===== src/rtl/io_uart_tx_pkg.sv =====
// Shared constants for the memory-mapped UART transmitter: register offsets,
// STATUS bit positions, FSM state encoding and a divisor helper.
package io_uart_tx_pkg;

    localparam logic [3:0] UART_TXDATA_OFS = 4'h0;
    localparam logic [3:0] UART_STATUS_OFS = 4'h4;
    localparam logic [3:0] UART_DIV_OFS    = 4'h8;

    localparam int ST_FULL_BIT  = 0;
    localparam int ST_EMPTY_BIT = 1;
    localparam int ST_BUSY_BIT  = 2;
    localparam int ST_OVF_BIT   = 3;
    localparam int ST_CNT_LSB   = 4;
    localparam int ST_CNT_MSB   = 8;

    typedef enum logic [1:0] {
        S_IDLE  = 2'd0,
        S_START = 2'd1,
        S_DATA  = 2'd2,
        S_STOP  = 2'd3
    } tx_state_t;

    // A zero divisor would stall the baud counter, so it is promoted to one.
    function automatic logic [15:0] div_sanitize(input logic [15:0] v);
        return (v == 16'd0) ? 16'd1 : v;
    endfunction

endpackage


===== src/rtl/io_uart_tx_fifo.sv =====
// Byte-wide synchronous TX FIFO with clock enable. Pointers carry one extra
// bit so that full and empty are distinguishable.
module io_tx_fifo #(
    parameter int DEPTH = 8
) (
    input  logic                       i_clk,
    input  logic                       i_rst,
    input  logic                       i_clk_en,
    input  logic                       i_push,
    input  logic                       i_pop,
    input  logic [7:0]                 i_data,
    output logic [7:0]                 o_data,
    output logic                       o_full,
    output logic                       o_empty,
    output logic [$clog2(DEPTH):0]     o_count
);

    localparam int AW = $clog2(DEPTH);

    logic [7:0]  r_mem [DEPTH];
    logic [AW:0] r_wr_ptr;
    logic [AW:0] r_rd_ptr;
    logic        w_do_push;
    logic        w_do_pop;

    assign o_empty = (r_wr_ptr == r_rd_ptr);
    assign o_full  = (r_wr_ptr[AW] != r_rd_ptr[AW]) &&
                     (r_wr_ptr[AW-1:0] == r_rd_ptr[AW-1:0]);
    assign o_count = r_wr_ptr - r_rd_ptr;
    assign o_data  = r_mem[r_rd_ptr[AW-1:0]];

    // A push into a full FIFO is still taken when a pop frees a slot the same cycle.
    assign w_do_pop  = i_clk_en & i_pop & ~o_empty;
    assign w_do_push = i_clk_en & i_push & (~o_full | w_do_pop);

    always_ff @(posedge i_clk) begin
        if (w_do_push) begin
            r_mem[r_wr_ptr[AW-1:0]] <= i_data;
        end
    end

    always_ff @(posedge i_clk or posedge i_rst) begin
        if (i_rst) begin
            r_wr_ptr <= '0;
            r_rd_ptr <= '0;
        end else begin
            if (w_do_push) begin
                r_wr_ptr <= r_wr_ptr + {{AW{1'b0}}, 1'b1};
            end
            if (w_do_pop) begin
                r_rd_ptr <= r_rd_ptr + {{AW{1'b0}}, 1'b1};
            end
        end
    end

endmodule


===== src/rtl/io_uart_tx.sv =====
// Memory-mapped 8N1 UART transmitter: register decode, TX FSM, baud counter
// and shift register around a small byte FIFO.
module io_uart_tx
    import io_uart_tx_pkg::*;
#(
    parameter int FIFO_DEPTH  = 8,
    parameter int DEFAULT_DIV = 868
) (
    input  logic        i_clk,
    input  logic        i_rst,
    input  logic        i_clk_en,
    input  logic        i_io_en,
    input  logic        i_mem_write,
    input  logic [3:0]  i_addr,
    input  logic [31:0] i_wr_data,
    output logic [31:0] o_rd_data,
    output logic        o_tx,
    output logic        o_busy
);

    localparam int AW = $clog2(FIFO_DEPTH);

    tx_state_t   r_state;
    tx_state_t   w_state_next;
    logic [15:0] r_baud_cnt;
    logic [15:0] w_baud_cnt_next;
    logic [15:0] r_frame_div;
    logic [15:0] w_frame_div_next;
    logic [7:0]  r_shift;
    logic [7:0]  w_shift_next;
    logic [2:0]  r_bit_idx;
    logic [2:0]  w_bit_idx_next;
    logic        r_tx;
    logic        w_tx_next;
    logic [15:0] r_div;
    logic        r_ovf;

    logic        w_wr;
    logic        w_push;
    logic        w_pop;
    logic        w_baud_done;
    logic [7:0]  w_fifo_data;
    logic        w_fifo_full;
    logic        w_fifo_empty;
    logic [AW:0] w_fifo_count;
    logic [31:0] w_status;
    logic [31:0] w_rd_data;
    logic        w_unused;

    assign w_unused    = ^i_wr_data[31:16];
    assign w_wr        = i_clk_en & i_io_en & i_mem_write;
    assign w_push      = w_wr & (i_addr == UART_TXDATA_OFS);
    assign w_baud_done = (r_baud_cnt == 16'd0);

    io_tx_fifo #(
        .DEPTH (FIFO_DEPTH)
    ) u_fifo (
        .i_clk    (i_clk),
        .i_rst    (i_rst),
        .i_clk_en (i_clk_en),
        .i_push   (w_push),
        .i_pop    (w_pop),
        .i_data   (i_wr_data[7:0]),
        .o_data   (w_fifo_data),
        .o_full   (w_fifo_full),
        .o_empty  (w_fifo_empty),
        .o_count  (w_fifo_count)
    );

    // Next-state logic; the divisor is captured per frame so BAUD_DIV writes apply to the next frame.
    always_comb begin
        w_state_next     = r_state;
        w_baud_cnt_next  = r_baud_cnt;
        w_frame_div_next = r_frame_div;
        w_shift_next     = r_shift;
        w_bit_idx_next   = r_bit_idx;
        w_pop            = 1'b0;
        case (r_state)
            S_IDLE: begin
                if (!w_fifo_empty) begin
                    w_pop            = 1'b1;
                    w_shift_next     = w_fifo_data;
                    w_frame_div_next = r_div;
                    w_baud_cnt_next  = r_div - 16'd1;
                    w_state_next     = S_START;
                end else begin
                    w_state_next = S_IDLE;
                end
            end
            S_START: begin
                if (w_baud_done) begin
                    w_state_next    = S_DATA;
                    w_bit_idx_next  = 3'd0;
                    w_baud_cnt_next = r_frame_div - 16'd1;
                end else begin
                    w_baud_cnt_next = r_baud_cnt - 16'd1;
                end
            end
            S_DATA: begin
                if (w_baud_done) begin
                    w_shift_next    = {1'b0, r_shift[7:1]};
                    w_baud_cnt_next = r_frame_div - 16'd1;
                    if (r_bit_idx == 3'd7) begin
                        w_state_next = S_STOP;
                    end else begin
                        w_bit_idx_next = r_bit_idx + 3'd1;
                    end
                end else begin
                    w_baud_cnt_next = r_baud_cnt - 16'd1;
                end
            end
            S_STOP: begin
                if (w_baud_done) begin
                    if (!w_fifo_empty) begin
                        w_pop            = 1'b1;
                        w_shift_next     = w_fifo_data;
                        w_frame_div_next = r_div;
                        w_baud_cnt_next  = r_div - 16'd1;
                        w_state_next     = S_START;
                    end else begin
                        w_state_next = S_IDLE;
                    end
                end else begin
                    w_baud_cnt_next = r_baud_cnt - 16'd1;
                end
            end
            default: begin
                w_state_next = S_IDLE;
            end
        endcase

        case (w_state_next)
            S_IDLE:  w_tx_next = 1'b1;
            S_START: w_tx_next = 1'b0;
            S_DATA:  w_tx_next = w_shift_next[0];
            S_STOP:  w_tx_next = 1'b1;
            default: w_tx_next = 1'b1;
        endcase
    end

    always_ff @(posedge i_clk or posedge i_rst) begin
        if (i_rst) begin
            r_state     <= S_IDLE;
            r_baud_cnt  <= 16'd0;
            r_frame_div <= 16'(DEFAULT_DIV);
            r_shift     <= 8'd0;
            r_bit_idx   <= 3'd0;
            r_tx        <= 1'b1;
        end else if (i_clk_en) begin
            r_state     <= w_state_next;
            r_baud_cnt  <= w_baud_cnt_next;
            r_frame_div <= w_frame_div_next;
            r_shift     <= w_shift_next;
            r_bit_idx   <= w_bit_idx_next;
            r_tx        <= w_tx_next;
        end
    end

    // Overflow is set only when a full FIFO cannot make room the same cycle.
    always_ff @(posedge i_clk or posedge i_rst) begin
        if (i_rst) begin
            r_div <= 16'(DEFAULT_DIV);
            r_ovf <= 1'b0;
        end else begin
            if (w_wr && (i_addr == UART_DIV_OFS)) begin
                r_div <= div_sanitize(i_wr_data[15:0]);
            end
            if (w_push && w_fifo_full && !w_pop) begin
                r_ovf <= 1'b1;
            end else if (w_wr && (i_addr == UART_STATUS_OFS) && i_wr_data[ST_OVF_BIT]) begin
                r_ovf <= 1'b0;
            end
        end
    end

    always_comb begin
        w_status                        = 32'd0;
        w_status[ST_FULL_BIT]           = w_fifo_full;
        w_status[ST_EMPTY_BIT]          = w_fifo_empty;
        w_status[ST_BUSY_BIT]           = o_busy;
        w_status[ST_OVF_BIT]            = r_ovf;
        w_status[ST_CNT_MSB:ST_CNT_LSB] = 5'(w_fifo_count);
        case (i_addr)
            UART_STATUS_OFS: w_rd_data = w_status;
            UART_DIV_OFS:    w_rd_data = {16'd0, r_div};
            default:         w_rd_data = 32'd0;
        endcase
    end

    assign o_rd_data = w_rd_data;
    assign o_tx      = r_tx;
    assign o_busy    = (r_state != S_IDLE) | ~w_fifo_empty;

endmodule

===== config.mk =====
export PLATFORM = sky130hd
export DESIGN_NAME = io_uart_tx
export DESIGN_NICKNAME = d
export VERILOG_FILES = /design/src/rtl/io_uart_tx_pkg.sv /design/src/rtl/io_uart_tx_fifo.sv /design/src/rtl/io_uart_tx.sv
export SDC_FILE = /design/constraint.sdc
export NUM_CORES = 1
export LEC_CHECK = 0
export CORE_ASPECT_RATIO = 1.25
export CORE_UTILIZATION = 45
export DETAILED_ROUTE_END_ITERATION = 8
export PLACE_DENSITY_LB_ADDON = 0.05
export SYNTH_ARGS = -nofsm -noshare
export SYNTH_HDL_FRONTEND = slang
export SYNTH_SLANG_ARGS = --single-unit

===== constraint.sdc =====
create_clock -name i_clk -period 4.6 [get_ports i_clk]
set_input_delay 1.15 -clock i_clk [delete_from_list [all_inputs] [get_ports i_clk]]
set_output_delay 1.15 -clock i_clk [all_outputs]
set_load 0.02 [all_outputs]

==> summary.md, run 1 <==
| Metric | Value |
|---|---|
| Post-Synthesis Cells | 617 |
| First-pass GRT wire length | 28.7 mm |
| # Post-CTS Setup Buffers | 0 |
| Num ports | 75 |
| Vias | 5025 |
| Area leader, netlist | edfxtp_1 |
| Synth cell count leaders | 65 x nand2_1, 64 x edfxtp_1, 60 x dfrtp_1, 42 x nor2_1, 31 x xnor2_1 |
| Die X | 114 µm |
| Drt initial violations | 262 |
| Placement Setup Slack | 0.208 ns |
| DR DRC count | 0 |
| Die height | 142 µm |
| Layout Area Growth over Synthesis | 17.7% |
| Status | finished clean |
| Clock share of power | 0.261 |
| Final hold slack | 0.493 ns |
| Gr ovfl total | 0 |
| CTS buffer count | 17 |
| Seq pwr share | 0.333 |
| Initial Util | 0.466 |
| RSZ-0062 raised after global routing | false |
| Top cell by count, worst path | clkdlybuf4s50_1 |
| Relative slew margins | 0.218 |
| Comb power frac | 0.406 |
| Vias per std cell | 5.63 |
| Final critical-path share of the clock period | 0.954 |
| DIE AREA | 16300 µm² |
| First drt pass iteration count | 5 |
| Slew @ Worst Pin | 1.17 ns |
| Peak Freq | 0.228 GHz |
| Min-delay src | r_bit_idx[1] |
| Critical R2R Capture | o_tx |
| Initial antenna violation count | 0 |
| CTS Sinks | 135 |
| Largest net degree at the start of global routing | 34 |
| Maxcap violations | 0 |
| Number of synthesized flops with an enable pin | 64 |
| DP Cell Count | 861 |
| Hold WC Path Type | reg2reg |
| Area share of the largest cell type after synthesis | 0.271 |
| Non-Filler Instances | 892 |
| Final Power | 5.27 mW |
| Setup TNS | 0 ns |
| Largest cells by area after synthesis | edfxtp_1 27%, dfrtp_1 21%, mux4_2 4.4%, dfstp_2 4.1%, xnor2_1 3.8% |
| Cell Rows | 50 |
| Final Instance Area | 8350 µm² |
| Internal Pwr Total | 3.21 mW |
| Filler Cell Count | 1318 |
| Post-synthesis cell type count | 64 |
| Sw frac | 0.390 |
| CP Launch Type | input pin |
| Largest fanout on the critical path | 5 |
| Detailed placer's ending HPWL | 13.2 mm |
| Final nets | 733 |
| DP Area | 7760 µm² |
| Vias in the first global route | 5197 |
| Clk_lat worst skew | 0.42 ns |
| Sequential area share after synthesis | 0.524 |
| Slowest-stage cell, CP | or4b_2 |
| Root buf cell | clkbuf_16 |
| Tmin final | 4.39 ns |
| Peak VDD IR | 0.269 mV |
| Critical Path Sink Type | primary output |
| Ys Warns | 0 |
| Critical Path Max Stage Delay | 0.70 ns |
| FF-to-FF path depth | 9 |
| Share of layout cells above drive strength 1 | 0.164 |
| Core area | 15200 µm² |
| Worst r2r src | r_baud_cnt[7] |
| CP Data Arrival Time | 3.24 ns |
| Antenna Cells | 0 |
| Routed Antenna Nets | 0 |
| R2r setup slk | 1.37 ns |
| Leakage power | 3.25 nW |
| Mapped Area | 7090 µm² |
| I/O Buffers | 42 |
| Worst-path clk slew | 0.06 ns |
| Finished Core Util | 0.549 |
| Crit path cell chain | clkdlybuf4s50_1 -> or4b_2 -> o21ai_0 -> clkdlybuf4s50_1 |
| Synth Flop Type | edfxtp_1 |
| Drt total wl | 17.9 mm |
| GPL Wtd Cong | 0.835 |
| Final Hold Fails | 0 |
| Hold path cells | 2 |
| Final setup viols | 0 |
| Setup slack after layout | 0.211 ns |
| Setup CP Type | in2out |
| Count leader, synth | nand2_1 |
| Routed wire per std cell | 20.1 µm |
| Data required, critical path | 3.45 ns |
| Hold Path End | r_bit_idx[1] |
| Synth Register Bits | 135 |
| Syn avg cell area | 11.5 µm² |
| Net Sw Power | 2.06 mW |
| Total GRT Usage | 0.239 |
| PostCTS Resize Cnt | 0 |
| Power density over cell area | 631 nW/µm² |
| Clock Tree Buf Depth | 2 |
| Pins Over Slew Limit | 0 |
| # hold bufs at CTS | 0 |
| Clock Skews | 0.00918 ns |
| Async SR Flop Fraction | 0.526 |
| H-Tree Depth | 4 |
| TritonCTS clock tree | yes |
power groups by stage:
stage	clock (mW)	sequential [mW]	combinational (mW)
2_1_floorplan	0	1.66	1.56
3_3_place_gp	0	1.76	2.09
3_5_place_dp	0	1.77	2.13
4_1_cts	1.39	1.75	2.14
5_1_grt	1.44	1.79	2.35
6_report	1.37	1.76	2.14
cells by family (layout without fill, tap and decap cells):
kind of cell	after synthesis	in the layout	share of synthesized area
fa+ha+maj	20	20	0.0364
flops	135	135	0.524
buf+inv	63	115	0.0443
xor+xnor	47	47	0.0581
other cells	1	16	0.000529
simple gates	209	209	0.155
mux	35	35	0.0773
compound gates	107	107	0.105
layer usage:
| layer | up-vias | GRT usage | wire [µm] |
|---|---|---|---|
| li1 | 2375 | - | - |
| met2 | 136 | 0.428 | 9560 |
| met3 | 30 | 0.0439 | 624 |
| met4 | 0 | 0.0991 | 453 |
| met5 | - | 0 | 0 |
| met1 | 2484 | 0.280 | 7260 |
cell usage in the layout, fill, tap and decap left out, types with 18 or more instances in the layout:
master | synthesis | routed
nand2_1 | 65 | 65
buf_4 | 18 | 23
o21ai_0 | 23 | 23
xnor2_1 | 31 | 31
nand3_1 | 20 | 20
clkdlybuf4s50_1 | 0 | 42
edfxtp_1 | 64 | 64
nor2_1 | 42 | 42
ha_1 | 19 | 19
mux2_2 | 18 | 18
dfrtp_1 | 60 | 60
state kept, by name, indices dropped and copies added (netlist names):
name	count
u_fifo.r_mem	64
r_baud_cnt	16
r_div	16
r_frame_div	16
r_shift	8
u_fifo.r_rd_ptr	4
u_fifo.r_wr_ptr	4
r_bit_idx	3
r_state	2
o_tx	1
r_ovf	1
critical path: cells and delay by family:
family | cells | cell delay (ns)
AOI/OAI and AO/OA | 1 | 0.26
buffers and inverters | 2 | 1.13
and+or+nand+nor | 1 | 0.70
layout make-up:
class / count / area [µm²] / share of cell area
flip-flops and latches: 135 / 3710 / 0.445
multi-input cells: 434 / 3120 / 0.374
repair buffers: 65 / 593 / 0.0711
clock buffers: 17 / 425 / 0.0510
well taps: 208 / 260 / 0.0312
clock inverters: 14 / 164 / 0.0196
inverters: 19 / 71.3 / 0.00854
worst max-delay path by stage:
stage,startpoint,end,slack (ns),cells after the start
CTS,i_addr[3],o_rd_data[7],0.18,4
floorplan,u_fifo.r_rd_ptr[1],o_rd_data[1],0.92,7
global route,i_addr[1],o_rd_data[5],0.08,4
global placement,i_addr[3],o_rd_data[7],0.22,4
finish,i_addr[3],o_rd_data[7],0.21,4
detailed placement,i_addr[3],o_rd_data[7],0.21,4
No activity file was read; power rests on OpenSTA's default activity.
==> run 2, diff against run 1 <==
- PLACE_DENSITY_LB_ADDON: 0.05 -> 0.15
==> summary.md, run 2 (synthesized netlist as in run 1, its figures left out) <==
| Metric | Value |
|---|---|
| Status | finished clean |
| Most common cell after layout, fill and taps aside | nand2_1 |
| Leakage power | 3.23 nW (-0.45%) |
| Slowest-stage cell, CP | or4b_2 |
| I/O Buffers | 42 (unchanged) |
| Most frequent cells in the layout | 65 x nand2_1, 64 x edfxtp_1, 60 x dfrtp_1 |
| Final critical-path share of the clock period | 0.983 (+0.0294) |
| Largest fanout on the critical path | 5 (unchanged) |
| Worst-path clk slew | 0.06 ns (about the same) |
| DIE AREA | 16300 µm² (unchanged) |
| Final Instance Area | 8340 µm² (about the same) |
| Clock Skews | 0.00854 ns (-0.000639 ns) |
| Core area | 15200 µm² (unchanged) |
| Share of layout cells above drive strength 1 | 0.162 (-0.00170) |
| Vias in the first global route | 5130 (-1.3%) |
| CP Launch Type | input pin |
| Critical Path Max Stage Delay | 0.79 ns (+0.09 ns) |
| Crit path cell chain | clkdlybuf4s50_1 -> or4b_2 -> o21ai_0 -> clkdlybuf4s50_1 |
| # hold bufs at CTS | 0 (unchanged) |
| Drt total wl | 17.4 mm (-3.0%) |
| TritonCTS clock tree | yes |
| CP Data Arrival Time | 3.37 ns (+0.13 ns) |
| Vias | 5100 (+1.5%) |
| Setup CP Type | in2out |
| DR DRC count | 0 (unchanged) |
| Final Hold Fails | 0 (unchanged) |
| Critical Path Sink Type | primary output |
| Placement Setup Slack | 0.145 ns (-0.0624 ns) |
| H-Tree Depth | 4 (unchanged) |
| Top cell by count, worst path | clkdlybuf4s50_1 |
| Peak VDD IR | 0.428 mV (+59%) |
| Register area | 3710 µm² (unchanged) |
| Die height | 142 µm (unchanged) |
| Initial Util | 0.466 (unchanged) |
| Sw frac | 0.384 (-0.00600) |
| Clock Tree Buf Depth | 2 (unchanged) |
| Final setup viols | 0 (unchanged) |
| Multi-input gate area | 3120 µm² (unchanged) |
| Routed wire per std cell | 19.4 µm (-3.1%) |
| Routed Antenna Nets | 0 (unchanged) |
| Root buf cell | clkbuf_16 |
| Seq pwr share | 0.339 (+0.006) |
| DP Area | 7760 µm² (about the same) |
| First drt pass iteration count | 5 (unchanged) |
| Initial antenna violation count | 0 (unchanged) |
| Drt initial violations | 302 (+15%) |
| First-pass GRT wire length | 27.7 mm (-3.3%) |
| Die X | 114 µm (unchanged) |
| Max reg flops | 64 (unchanged) |
| Final nets | 734 (+0.14%) |
| Net Sw Power | 2.00 mW (-2.9%) |
| Cell Rows | 50 (unchanged) |
| CP delay by family, top | buffers and inverters |
| Gr ovfl total | 0 (unchanged) |
| Clock share of power | 0.257 (-0.004) |
| Filler Cell Count | 1293 (-1.9%) |
| Data required, critical path | 3.45 ns (about the same) |
| Vias per std cell | 5.71 (+1.4%) |
| CTS Sinks | 135 (unchanged) |
| WP buf/inv | 2 (unchanged) |
| # Post-CTS Setup Buffers | 0 (unchanged) |
| Clk_lat worst skew | 0.42 ns (about the same) |
| Maxcap violations | 0 (unchanged) |
| Layout Area Growth over Synthesis | 17.6% (about the same) |
| Pins Over Slew Limit | 0 (unchanged) |
| Hold WC Path Type | reg2reg |
| Total GRT Usage | 0.230 (-0.00871) |
| Detailed placer's ending HPWL | 12.5 mm (-5.2%) |
| Final hold slack | 0.484 ns (-0.00845 ns) |
| Power density over cell area | 623 nW/µm² (-1.3%) |
| Num ports | 75 (unchanged) |
| Slew @ Worst Pin | 1.12 ns (-0.0460 ns) |
| Comb power frac | 0.405 (about the same) |
| Tmin final | 4.52 ns (+0.135 ns) |
| Internal Pwr Total | 3.20 mW (-0.40%) |
| Antenna Cells | 0 (unchanged) |
| Peak Freq | 0.221 GHz (-3.0%) |
| RSZ-0062 raised after global routing | false |
| PostCTS Resize Cnt | 0 (unchanged) |
| Setup slack after layout | 0.0761 ns (-0.135 ns) |
| GPL Wtd Cong | 0.900 (+7.7%) |
| Setup TNS | 0 ns (unchanged) |
| Relative slew margins | 0.249 (+0.0308) |
| CTS buffer count | 17 (unchanged) |
| Largest net degree at the start of global routing | 72 (+110%) |
## run 2: worst reg2reg max path: stages (launching register included)
cell and delay [ns]:
dfrtp_1 0.42, ha_1 0.34, or4b_2 0.67, nor4_4 0.25, o2111a_1 0.43, o31a_1 0.34
nand4_1 0.18, inv_1 0.35
## run 2: cell type report
class,instances,share of cell area
Clock buffer,18,0.0515
Clock inverter,13,0.0176
Inverter,19,0.00855
Multi-Input combinational cell,434,0.374
Sequential cell,135,0.445
Tap cell,208,0.0312
Timing Repair Buffer,66,0.0720
## run 2: power by group through the flow
| stage | clock, mW | combinational, mW | sequential (mW) |
|---|---|---|---|
| after floorplan | 0 | 1.56 | 1.66 |
| after global placement | 0 | 2.05 | 1.76 |
| after detailed placement | 0 | 2.09 | 1.77 |
| after CTS | 1.36 | 2.11 | 1.75 |
| after global routing | 1.40 | 2.32 | 1.79 |
| final | 1.33 | 2.10 | 1.76 |
## run 2: metrics by stage
| step | power (mW) | instances | util |
|---|---|---|---|
| after floorplan | 3.22 | 632 | - |
| after global placement | 3.81 | 862 | 0.511 |
| after detailed placement | 3.86 | 862 | 0.511 |
| after CTS | 5.22 | 893 | 0.549 |
| after global routing | 5.51 | 893 | 0.549 |
| final | 5.19 | 893 | 0.549 |
## run 2: routing by layer
layer | routed length [µm] | global-route usage
met3 | 767 | 0.0477
met2 | 9080 | 0.403
met1 | 7060 | 0.273
met4 | 454 | 0.0998
met5 | 0 | 0
## run 2: final timing paths
check / from / to / slack, ns / cells past startpoint
max in group asynchronous: i_rst / r_baud_cnt[0] / 2.64 / 3
min reg2reg: r_bit_idx[2] / r_bit_idx[2] / 0.48 / 2
min: r_bit_idx[2] / r_bit_idx[2] / 0.48 / 2
max reg2reg: r_state[0] / u_fifo.r_mem[7][7] / 1.28 / 7
max: i_addr[1] / o_rd_data[1] / 0.08 / 4
min in group asynchronous: i_rst / u_fifo.r_wr_ptr[2] / 1.33 / 3
